### config.mk
export PLATFORM = sky130hd
export DESIGN_NAME = i2c_scl_timing_gen
export DESIGN_NICKNAME = d
export VERILOG_FILES = /design/src/rtl/i2c_pkg.sv /design/src/rtl/i2c_sync2.sv /design/src/rtl/i2c_scl_timing_gen.sv
export SDC_FILE = /design/constraint.sdc
export NUM_CORES = 1
export LEC_CHECK = 0
export CAP_MARGIN = 10
export CORE_MARGIN = 4
export CORE_UTILIZATION = 45
export CTS_CLUSTER_DIAMETER = 120
export DETAILED_ROUTE_END_ITERATION = 7
export GPL_ROUTABILITY_DRIVEN = 0
export PLACE_DENSITY = 0.77
export SLEW_MARGIN = 5
export SYNTH_ARGS = -nofsm -noshare
export SYNTH_HDL_FRONTEND = slang
export SYNTH_SLANG_ARGS = --single-unit
### constraint.sdc
create_clock -name ref_clk -period 7.4 [get_ports ref_clk]
set_input_delay 1.11 -clock ref_clk [delete_from_list [all_inputs] [get_ports ref_clk]]
set_output_delay 1.11 -clock ref_clk [all_outputs]
set_load 0.01 [all_outputs]
### src/rtl/i2c_pkg.sv
`default_nettype none
// ============================================================================
// Package  : i2c_pkg
// Purpose  : Shared encodings and default timing constants for the I2C
//            master datapath (SCL timing generator, later the SDA path).
// Contents : speed-mode encodings, SCL phase state encoding, default
//            quarter-period divisors for a 50 MHz reference clock.
// Revision : 1.0 - initial release
// ============================================================================
package i2c_pkg;

  // Speed-mode select encodings (mode input of the SCL timing generator)
  localparam logic [1:0] MODE_STD    = 2'b00;
  localparam logic [1:0] MODE_FAST   = 2'b01;
  localparam logic [1:0] MODE_FPLUS  = 2'b10;
  localparam logic [1:0] MODE_CUSTOM = 2'b11;

  // SCL phase state machine: each SCL period is split into four quarters
  // (two low, two high) with IDLE between runs.
  typedef enum logic [2:0] {
    ST_IDLE   = 3'd0,
    ST_LOW_A  = 3'd1,
    ST_LOW_B  = 3'd2,
    ST_HIGH_A = 3'd3,
    ST_HIGH_B = 3'd4
  } scl_state_t;

  // Default quarter-period lengths in 50 MHz reference cycles
  localparam int c_cnt_w     = 12;
  localparam int c_div_std   = 125;  // 100 kHz
  localparam int c_div_fast  = 31;   // ~400 kHz
  localparam int c_div_fplus = 12;   // ~1 MHz
  localparam int c_div_min   = 4;    // keeps 2-cycle sync latency inside HIGH_A

endpackage : i2c_pkg
`default_nettype wire

### src/rtl/i2c_sync2.sv
`default_nettype none
// ============================================================================
// Module   : i2c_sync2
// Purpose  : Two-flop synchroniser for an asynchronous pad level, with a
//            parametrised reset value so an idle-high bus line reads as
//            released while in reset.
// Ports    : clk      in  sampling clock (rising edge)
//            reset_n  in  synchronous active-low reset
//            d        in  asynchronous input level
//            q        out synchronised level, 2 cycles of latency
// Revision : 1.0 - initial release
// ============================================================================
module i2c_sync2 #(
  parameter logic RESET_VAL = 1'b1
) (
  input  logic clk,
  input  logic reset_n,
  input  logic d,
  output logic q
);

  logic r_meta;
  logic r_sync;

  always_ff @(posedge clk) begin
    if (!reset_n) begin
      r_meta <= RESET_VAL;
      r_sync <= RESET_VAL;
    end else begin
      r_meta <= d;
      r_sync <= r_meta;
    end
  end

  assign q = r_sync;

endmodule : i2c_sync2
`default_nettype wire

### src/rtl/i2c_scl_timing_gen.sv
`default_nettype none
// ============================================================================
// Module   : i2c_scl_timing_gen
// Purpose  : SCL timing generator for the I2C master. Drives the open-drain
//            SCL enable and emits quarter-period strobes for the bit engine.
//            Runtime speed select, slave clock stretching, and clean
//            start/stop of whole SCL periods under enable.
// Ports    : ref_clk     in  50 MHz reference, rising edge
//            reset_n     in  synchronous active-low reset
//            enable      in  run request (whole periods only)
//            mode        in  00 STD, 01 FAST, 10 FPLUS, 11 CUSTOM
//            custom_div  in  quarter-period used in CUSTOM mode
//            scl_in      in  raw SCL pad level (asynchronous)
//            scl_oe      out 1 = pull SCL low, 0 = release
//            low_mid     out strobe at mid-low (SDA change point)
//            high_mid    out strobe at mid-high (SDA sample point)
//            period_done out strobe at end of each SCL period
//            stretching  out slave is holding SCL low past release
//            idle        out generator is in IDLE
// Revision : 1.0 - initial release
// ============================================================================
module i2c_scl_timing_gen
  import i2c_pkg::*;
#(
  parameter int CNT_W     = c_cnt_w,
  parameter int DIV_STD   = c_div_std,
  parameter int DIV_FAST  = c_div_fast,
  parameter int DIV_FPLUS = c_div_fplus,
  parameter int DIV_MIN   = c_div_min
) (
  input  logic             ref_clk,
  input  logic             reset_n,
  input  logic             enable,
  input  logic [1:0]       mode,
  input  logic [CNT_W-1:0] custom_div,
  input  logic             scl_in,
  output logic             scl_oe,
  output logic             low_mid,
  output logic             high_mid,
  output logic             period_done,
  output logic             stretching,
  output logic             idle
);

  // --------------------------------------------------------------------------
  // SCL pad synchroniser; resets to 1 so the released bus reads high.
  // --------------------------------------------------------------------------
  logic w_scl_s;

  i2c_sync2 #(
    .RESET_VAL (1'b1)
  ) u_scl_sync (
    .clk     (ref_clk),
    .reset_n (reset_n),
    .d       (scl_in),
    .q       (w_scl_s)
  );

  // --------------------------------------------------------------------------
  // Divisor selection. Only sampled into r_div_q on entry to LOW_A, so mode
  // or custom_div changes never disturb a period already in progress.
  // --------------------------------------------------------------------------
  logic [CNT_W-1:0] w_div_sel;
  logic [CNT_W-1:0] w_div_eff;

  always_comb begin
    w_div_sel = CNT_W'(DIV_STD);
    case (mode)
      MODE_STD:    w_div_sel = CNT_W'(DIV_STD);
      MODE_FAST:   w_div_sel = CNT_W'(DIV_FAST);
      MODE_FPLUS:  w_div_sel = CNT_W'(DIV_FPLUS);
      MODE_CUSTOM: w_div_sel = custom_div;
      default:     w_div_sel = CNT_W'(DIV_STD);
    endcase
  end

  // Floor at DIV_MIN: a zero or tiny divisor would otherwise let the
  // synchroniser latency overrun HIGH_A and read the line before release.
  assign w_div_eff = (w_div_sel < CNT_W'(DIV_MIN)) ? CNT_W'(DIV_MIN) : w_div_sel;

  // --------------------------------------------------------------------------
  // Phase state machine with registered outputs
  // --------------------------------------------------------------------------
  scl_state_t       r_state;
  logic [CNT_W-1:0] r_cnt;
  logic [CNT_W-1:0] r_div_q;
  logic             r_scl_oe;
  logic             r_low_mid;
  logic             r_high_mid;
  logic             r_period_done;
  logic             r_stretching;
  logic             r_idle;
  logic             w_at_term;

  // r_div_q is never below DIV_MIN, so the subtraction cannot underflow
  assign w_at_term = (r_cnt == (r_div_q - CNT_W'(1)));

  always_ff @(posedge ref_clk) begin
    if (!reset_n) begin
      r_state       <= ST_IDLE;
      r_cnt         <= '0;
      r_div_q       <= CNT_W'(DIV_MIN);
      r_scl_oe      <= 1'b0;
      r_low_mid     <= 1'b0;
      r_high_mid    <= 1'b0;
      r_period_done <= 1'b0;
      r_stretching  <= 1'b0;
      r_idle        <= 1'b1;
    end else begin
      // Strobes default low: each is a single-cycle pulse
      r_low_mid     <= 1'b0;
      r_high_mid    <= 1'b0;
      r_period_done <= 1'b0;

      case (r_state)
        ST_IDLE: begin
          r_scl_oe <= 1'b0;
          r_cnt    <= '0;
          if (enable) begin
            r_state  <= ST_LOW_A;
            r_div_q  <= w_div_eff;
            r_scl_oe <= 1'b1;
            r_idle   <= 1'b0;
          end
        end

        ST_LOW_A: begin
          if (w_at_term) begin
            r_state   <= ST_LOW_B;
            r_cnt     <= '0;
            r_low_mid <= 1'b1;
          end else begin
            r_cnt <= r_cnt + CNT_W'(1);
          end
        end

        ST_LOW_B: begin
          if (w_at_term) begin
            r_state  <= ST_HIGH_A;
            r_cnt    <= '0;
            r_scl_oe <= 1'b0;
          end else begin
            r_cnt <= r_cnt + CNT_W'(1);
          end
        end

        ST_HIGH_A: begin
          if (w_at_term) begin
            // Counter parks at terminal while a slave holds SCL low; the
            // high half only starts counting once the line is seen high.
            if (w_scl_s) begin
              r_state      <= ST_HIGH_B;
              r_cnt        <= '0;
              r_high_mid   <= 1'b1;
              r_stretching <= 1'b0;
            end else begin
              r_stretching <= 1'b1;
            end
          end else begin
            r_cnt <= r_cnt + CNT_W'(1);
          end
        end

        ST_HIGH_B: begin
          if (w_at_term) begin
            r_period_done <= 1'b1;
            r_cnt         <= '0;
            if (enable) begin
              r_state  <= ST_LOW_A;
              r_div_q  <= w_div_eff;
              r_scl_oe <= 1'b1;
            end else begin
              r_state <= ST_IDLE;
              r_idle  <= 1'b1;
            end
          end else begin
            r_cnt <= r_cnt + CNT_W'(1);
          end
        end

        default: begin
          r_state      <= ST_IDLE;
          r_cnt        <= '0;
          r_scl_oe     <= 1'b0;
          r_stretching <= 1'b0;
          r_idle       <= 1'b1;
        end
      endcase
    end
  end

  assign scl_oe      = r_scl_oe;
  assign low_mid     = r_low_mid;
  assign high_mid    = r_high_mid;
  assign period_done = r_period_done;
  assign stretching  = r_stretching;
  assign idle        = r_idle;

endmodule : i2c_scl_timing_gen
`default_nettype wire

* Yosys cells after proc, flatten, opt, wreduce, memory -nomap -nowiden
Index checks and enable logic that the tools add are counted.
Storage, ports and cells: register bits 35, input port bits 18, output and inout bits 6, word-level logic and storage cells 80
Cells by class: add/sub/neg operators 2, magnitude comparators 1, equal/unequal tests 17, multiplexer cells 31, bitwise gates (word level) 3, reduce and logical (&&, ||, !) cells 15
Operator list (count):
- two-way mux 12 bit | 6
- case mux 12 bit (2 select lines) | 2
- case mux 12 bit (4 select lines) | 1
- two-way mux 3 bit | 6
- case mux 3 bit (5 select lines) | 1
- inequality test 2 bit, second input constant | 7
- adder 12 x 1 -> 12 bit, second input constant | 1
- == test 12 bit | 1
- less-than comparator 12 x 3 -> 1 bit, second input constant | 1
- two-way mux 1 bit | 12
- subtractor 12 x 1 -> 12 bit, second input constant | 1
- AND reduction 2 bit | 4
- AND reduction 4 bit | 2
- == test 3 x 2 -> 1 bit, second input constant | 2
- AND reduction 6 bit | 1
- OR reduction 3 bit | 2
- == test 2 bit, second input constant | 2
- case mux 1 bit (4 select lines) | 1
- OR reduction 4 bit | 1
- == test 3 x 1 -> 1 bit, second input constant | 1
- == test 3 bit, second input constant | 1
- logical NOT 3 bit | 1
- inequality test 3 x 2 -> 1 bit, second input constant | 1
- inverter 1 bit | 3
- 8 further kinds | 8

* Logic depth before layout (Yosys ltp)
depth after elaboration 7, depth in mapped cells 10, depth with buffers taken out 9

* Modules after synthesis
Synthesis repeated with hierarchy kept, for this count alone.
Second synthesis, totals: cells, all modules 280, area total of the unflattened synthesis 2426.1 µm²
Modules (own cells, without submodules):
- i2c_scl_timing_gen | instances 1, cells an instance 276, area each 2373.5 µm², sequential area each 660.6 µm²
- i2c_sync2 | instances 1, cells an instance 4, area each 52.6 µm², sequential area each 40.0 µm²

* Worst setup path after synthesis
Ideal clock, no wire load.
kind register to register, start point reg r_div_q[0], end point reg r_cnt[7], setup time 0.120 ns, data arrival time 2.518 ns, data required time 7.280 ns, setup slack 4.762 ns, stages on the path, launching flop included 11, path buffers 1, period minus slack after synthesis 2.638 ns, cells stage by stage dfxtp_1 inv_1 ha_1 nor3b_1 and3_1 a211oi_1 or4b_4 o311ai_4 buf_6 nor2_1 a211o_1
On the way: cells in the longest elaborated chain, start to end 4, elaborated cells on any way between the ends 6, those cells by class add/sub: 1; eq/ne: 2; mux: 3
Ends and longest elaborated chain:
- start: declaration | line i2c_scl_timing_gen.sv:86 | logic [CNT_W-1:0] r_div_q;
- start signal: assignment | line i2c_scl_timing_gen.sv:102 | r_div_q <= CNT_W'(DIV_MIN);
- start signal: assignment | line i2c_scl_timing_gen.sv:121 | r_div_q <= w_div_eff;
- start signal: assignment | line i2c_scl_timing_gen.sv:170 | r_div_q <= w_div_eff;
- subtractor 12 x 1 -> 12 bit * | line i2c_scl_timing_gen.sv:96 | assign w_at_term = (r_cnt == (r_div_q - CNT_W'(1)));
- == test 12 bit * | line i2c_scl_timing_gen.sv:96
- two-way mux 12 bit (on tied branches)
- case mux 12 bit (2 select lines) | line i2c_scl_timing_gen.sv:115 | case (r_state)
- end signal: assignment | line i2c_scl_timing_gen.sv:133 | r_cnt <= r_cnt + CNT_W'(1);
- end signal: assignment | line i2c_scl_timing_gen.sv:143 | r_cnt <= r_cnt + CNT_W'(1);
- end signal: assignment | line i2c_scl_timing_gen.sv:177 | r_cnt <= r_cnt + CNT_W'(1);
- end: declaration | line i2c_scl_timing_gen.sv:85 | logic [CNT_W-1:0] r_cnt;
Mark *: on every way between the ends. The rest lies on a longest branch, timed or not. A chain may end at the register's enable or synchronous reset.

==> qor.yml <==
clockRootBuffer: "sky130_fd_sc_hd__clkbuf_8"
yosysWarnings: 0
fp.dieArea_sq_um: 5670
post-synth-top-area-cell: "sky130_fd_sc_hd__dfxtp_1"
postRouteWirelength_microns: 4110
detailed_place_hpwl_microns: 3080
n_fill_cell: 404
htree_levels: 2
crit_path_start_kind: "input port"
grt_setup_unrepaired: "no"
post_cts_setup_driven_buffer_insertion_count: 0
fmax_mhz: 313
n_diodes: 0
detailedRoute.firstPassIterationCount: 4
layout.cells.most_common: "sky130_fd_sc_hd__dfxtp_1"
post_layout_nonfiller_instances: 314
clk_pin_slew_worst_paths_ps: 70
maxCapViolCount: 0
clk_latency_ps: 290
vias: 1768
layout.cells.most_common_list: "sky130_fd_sc_hd__dfxtp_1, sky130_fd_sc_hd__nand2_1, sky130_fd_sc_hd__clkdlybuf4s50_1"
timing.rr.start: "r_div_q[0]"
dr.first_iter.drc_count: 105
worstRegToRegCells: 9
period_share: 0.432
hold_removal_path_class: "reg -> reg"
sequentialPowerShare: 0.455
seq_area_frac_synth: 0.344
power_leakage_nw: 0.990
place.detailed.instances: 306
grt_pass1_wl_microns: 7180
hold_buffer_count_at_cts: 0
critPathMaxStageDelay_ps: 1120
netlist_instances: 240
cp_cell_sequence: "clkdlybuf4s50_1 -> inv_1 -> nor2_1 -> and4_1 -> mux2_2"
total_power_per_unit_cell_area_nw_per_um2: 186
num-nets-final: 281
mappedNetlistArea_sq_um: 2040
clock-skew-final_ps: 6.72
maximum_number_of_pins_on_one_net_before_global_route_repair: 29
cts_resized: 0
synth.ff_latch_count: 35
setup_tns_ps: 0
rr_endpoint: "r_cnt[0]"
min_period_ps: 3200
timing.hold.worst.start: "u_scl_sync.r_meta"
switching_power_w: 0.000112
finalHoldViolCount: 0
clkSinkCount: 35
detail_route.wl_per_cell_microns: 13.1
cts.path.max_buffers: 2
syn_area_per_cell_sq_um: 8.50
synth.distinct_cells: 53
count_of_flip_flops_with_a_built_in_enable_after_synthesis: 0
tightest_slew_ps: 982
antenna_found_initial: 0
synthesis.nets: 260
cp-end-kind: "flop"
timing.hold.worst_path_depth: 1
grt_pass1_vias: 1617
critical_path_peak_fanout: 28
total_clock_buffers_created_by_cts: 5
core_region_area_sq_um: 4380
rows: 24
synth_async_sr_flop_share: 0
grt_usage: 0.164
yosys_most_used_dff: "sky130_fd_sc_hd__dfxtp_1"
synth_top_area_frac: 0.344
die_w_microns: 75.3
power.combinational.fraction: 0.147
clkPwrFrac: 0.398
ir_drop_v: 0.000104
layout_overhead_on_the_synthesized_area_pct: 17.9
timing.slew.headroom: 0.343
layout-drive-gt1-share: 0.0763
detail_route.vias_per_cell: 5.63
worst_path_max_delay_cell: "sky130_fd_sc_hd__clkdlybuf4s50_1"
run_status: "completed"
timing.reg2reg.setup_slack_ps: 4290
chipHeight_microns: 75.3
synth_top_cells_by_area: "sky130_fd_sc_hd__dfxtp_1, sky130_fd_sc_hd__mux2i_1, sky130_fd_sc_hd__nand2_1, sky130_fd_sc_hd__xnor2_1, sky130_fd_sc_hd__nor2_1"
portBuffers: 23
critPathArrivalTime_ps: 3440
cts_tree: "done"
p_sw_frac: 0.250
floorplan.initialDensity: 0.465
timing.final.max_slew_violations: 0
final-setup-viol-count: 0
gr-total-overflow: 0
required_ps: 7640
worstHoldEndpoint: "u_scl_sync.q"
detail_route.drc_violations: 0
worstSetupPathType: "in -> reg"
io_pins: 24
ant_nets: 0
total_internal_power_w: 0.000336
how the worst max path moves through the flow:
| stage | startpoint | end | slack [ps] | depth (start not counted) |
|---|---|---|---|---|
| 2_1_floorplan | r_div_q[0] | r_cnt[7] | 4760 | 10 |
| 3_3_place_gp | reset_n | r_cnt[0] | 3970 | 5 |
| 3_5_place_dp | reset_n | r_cnt[0] | 3910 | 5 |
| 4_1_cts | reset_n | r_cnt[0] | 4200 | 5 |
| 5_1_grt | reset_n | r_cnt[0] | 3970 | 5 |
| 6_report | reset_n | r_cnt[0] | 4200 | 5 |
worst max-delay path: cells and delay by family:
family / cells / cell delay, ps
multiplexers: 1 / 240
AND/OR/NAND/NOR: 2 / 660
buffers and inverters: 2 / 1420
sequential cells by signal, summed over array words and instances, names as in the netlist:
| signal | cells |
|---|---|
| high_mid | 1 |
| idle | 1 |
| low_mid | 1 |
| period_done | 1 |
| r_cnt | 12 |
| r_div_q | 12 |
| r_state | 3 |
| scl_oe | 1 |
| stretching | 1 |
| u_scl_sync.q | 1 |
| u_scl_sync.r_meta | 1 |
power groups by stage:
stage          clock (W)  combinational [W]  sequential (W)
3_3_place_gp           0          0.0000643        0.000208
2_1_floorplan          0          0.0000461        0.000206
6_report        0.000178          0.0000656        0.000204
4_1_cts         0.000182          0.0000659        0.000203
5_1_grt         0.000190          0.0000728        0.000205
3_5_place_dp           0          0.0000657        0.000208
layout make-up:
cell class	count	area [sq um]	area share
multi-input cells	185	1240	0.518
inverters	10	37.5	0.0156
well taps	52	65.1	0.0271
clock buffers	6	82.6	0.0344
clock inverters	2	35.0	0.0146
repair buffers	24	238	0.0989
flip-flops and latches	35	701	0.292
through the flow:
step                      cell area (sq um)  setup slack [ps]  total power [W]  hold slack, ps   util
after floorplan                        2040              4760         0.000252             386      -
after global placement                 2290              3970         0.000272             389  0.521
after detailed placement               2290              3910         0.000274             392  0.521
after CTS                              2400              4200         0.000452             409  0.548
after global routing                   2400              3970         0.000468             424  0.548
final                                  2400              4200         0.000447             409  0.548
synthesized netlist by cell type (3+ instances only):
cell type / instances
sky130_fd_sc_hd__dfxtp_1: 35
sky130_fd_sc_hd__nand2_1: 30
sky130_fd_sc_hd__nor2_1: 17
sky130_fd_sc_hd__mux2i_1: 13
sky130_fd_sc_hd__nand3_1: 11
sky130_fd_sc_hd__xnor2_1: 10
sky130_fd_sc_hd__inv_1: 9
sky130_fd_sc_hd__a21oi_1: 8
sky130_fd_sc_hd__and3_1: 8
sky130_fd_sc_hd__a211o_1: 7
sky130_fd_sc_hd__clkbuf_1: 7
sky130_fd_sc_hd__nor3_1: 7
sky130_fd_sc_hd__o21ai_0: 7
sky130_fd_sc_hd__nor3b_1: 6
sky130_fd_sc_hd__xor2_1: 6
sky130_fd_sc_hd__a21o_1: 4
sky130_fd_sc_hd__nor4_1: 4
sky130_fd_sc_hd__a22o_1: 3
sky130_fd_sc_hd__nand2b_1: 3
layer usage:
layer | GRT usage | up-vias | part of all wire | wire, microns
met1 | 0.209 | 805 | 0.48 | 1990
met2 | 0.269 | 44 | 0.45 | 1860
met3 | 0.0356 | 7 | 0.046 | 187
met5 | 0 | - | 0 | 0
met4 | 0.0641 | 0 | 0.017 | 68
li1 | - | 912 | - | -
logic make-up after synthesis:
| group | count (synthesis) | synth area share |
|---|---|---|
| XOR/XNOR | 16 | 0.0687 |
| buffers and inverters | 20 | 0.0460 |
| adder cells (fa/ha/maj) | 2 | 0.0123 |
| AND/OR/NAND/NOR | 103 | 0.271 |
| AO/OA/AOI/OAI | 50 | 0.190 |
| flip-flops | 35 | 0.344 |
| multiplexers | 14 | 0.0693 |
No activity file was read; power rests on OpenSTA's default activity.
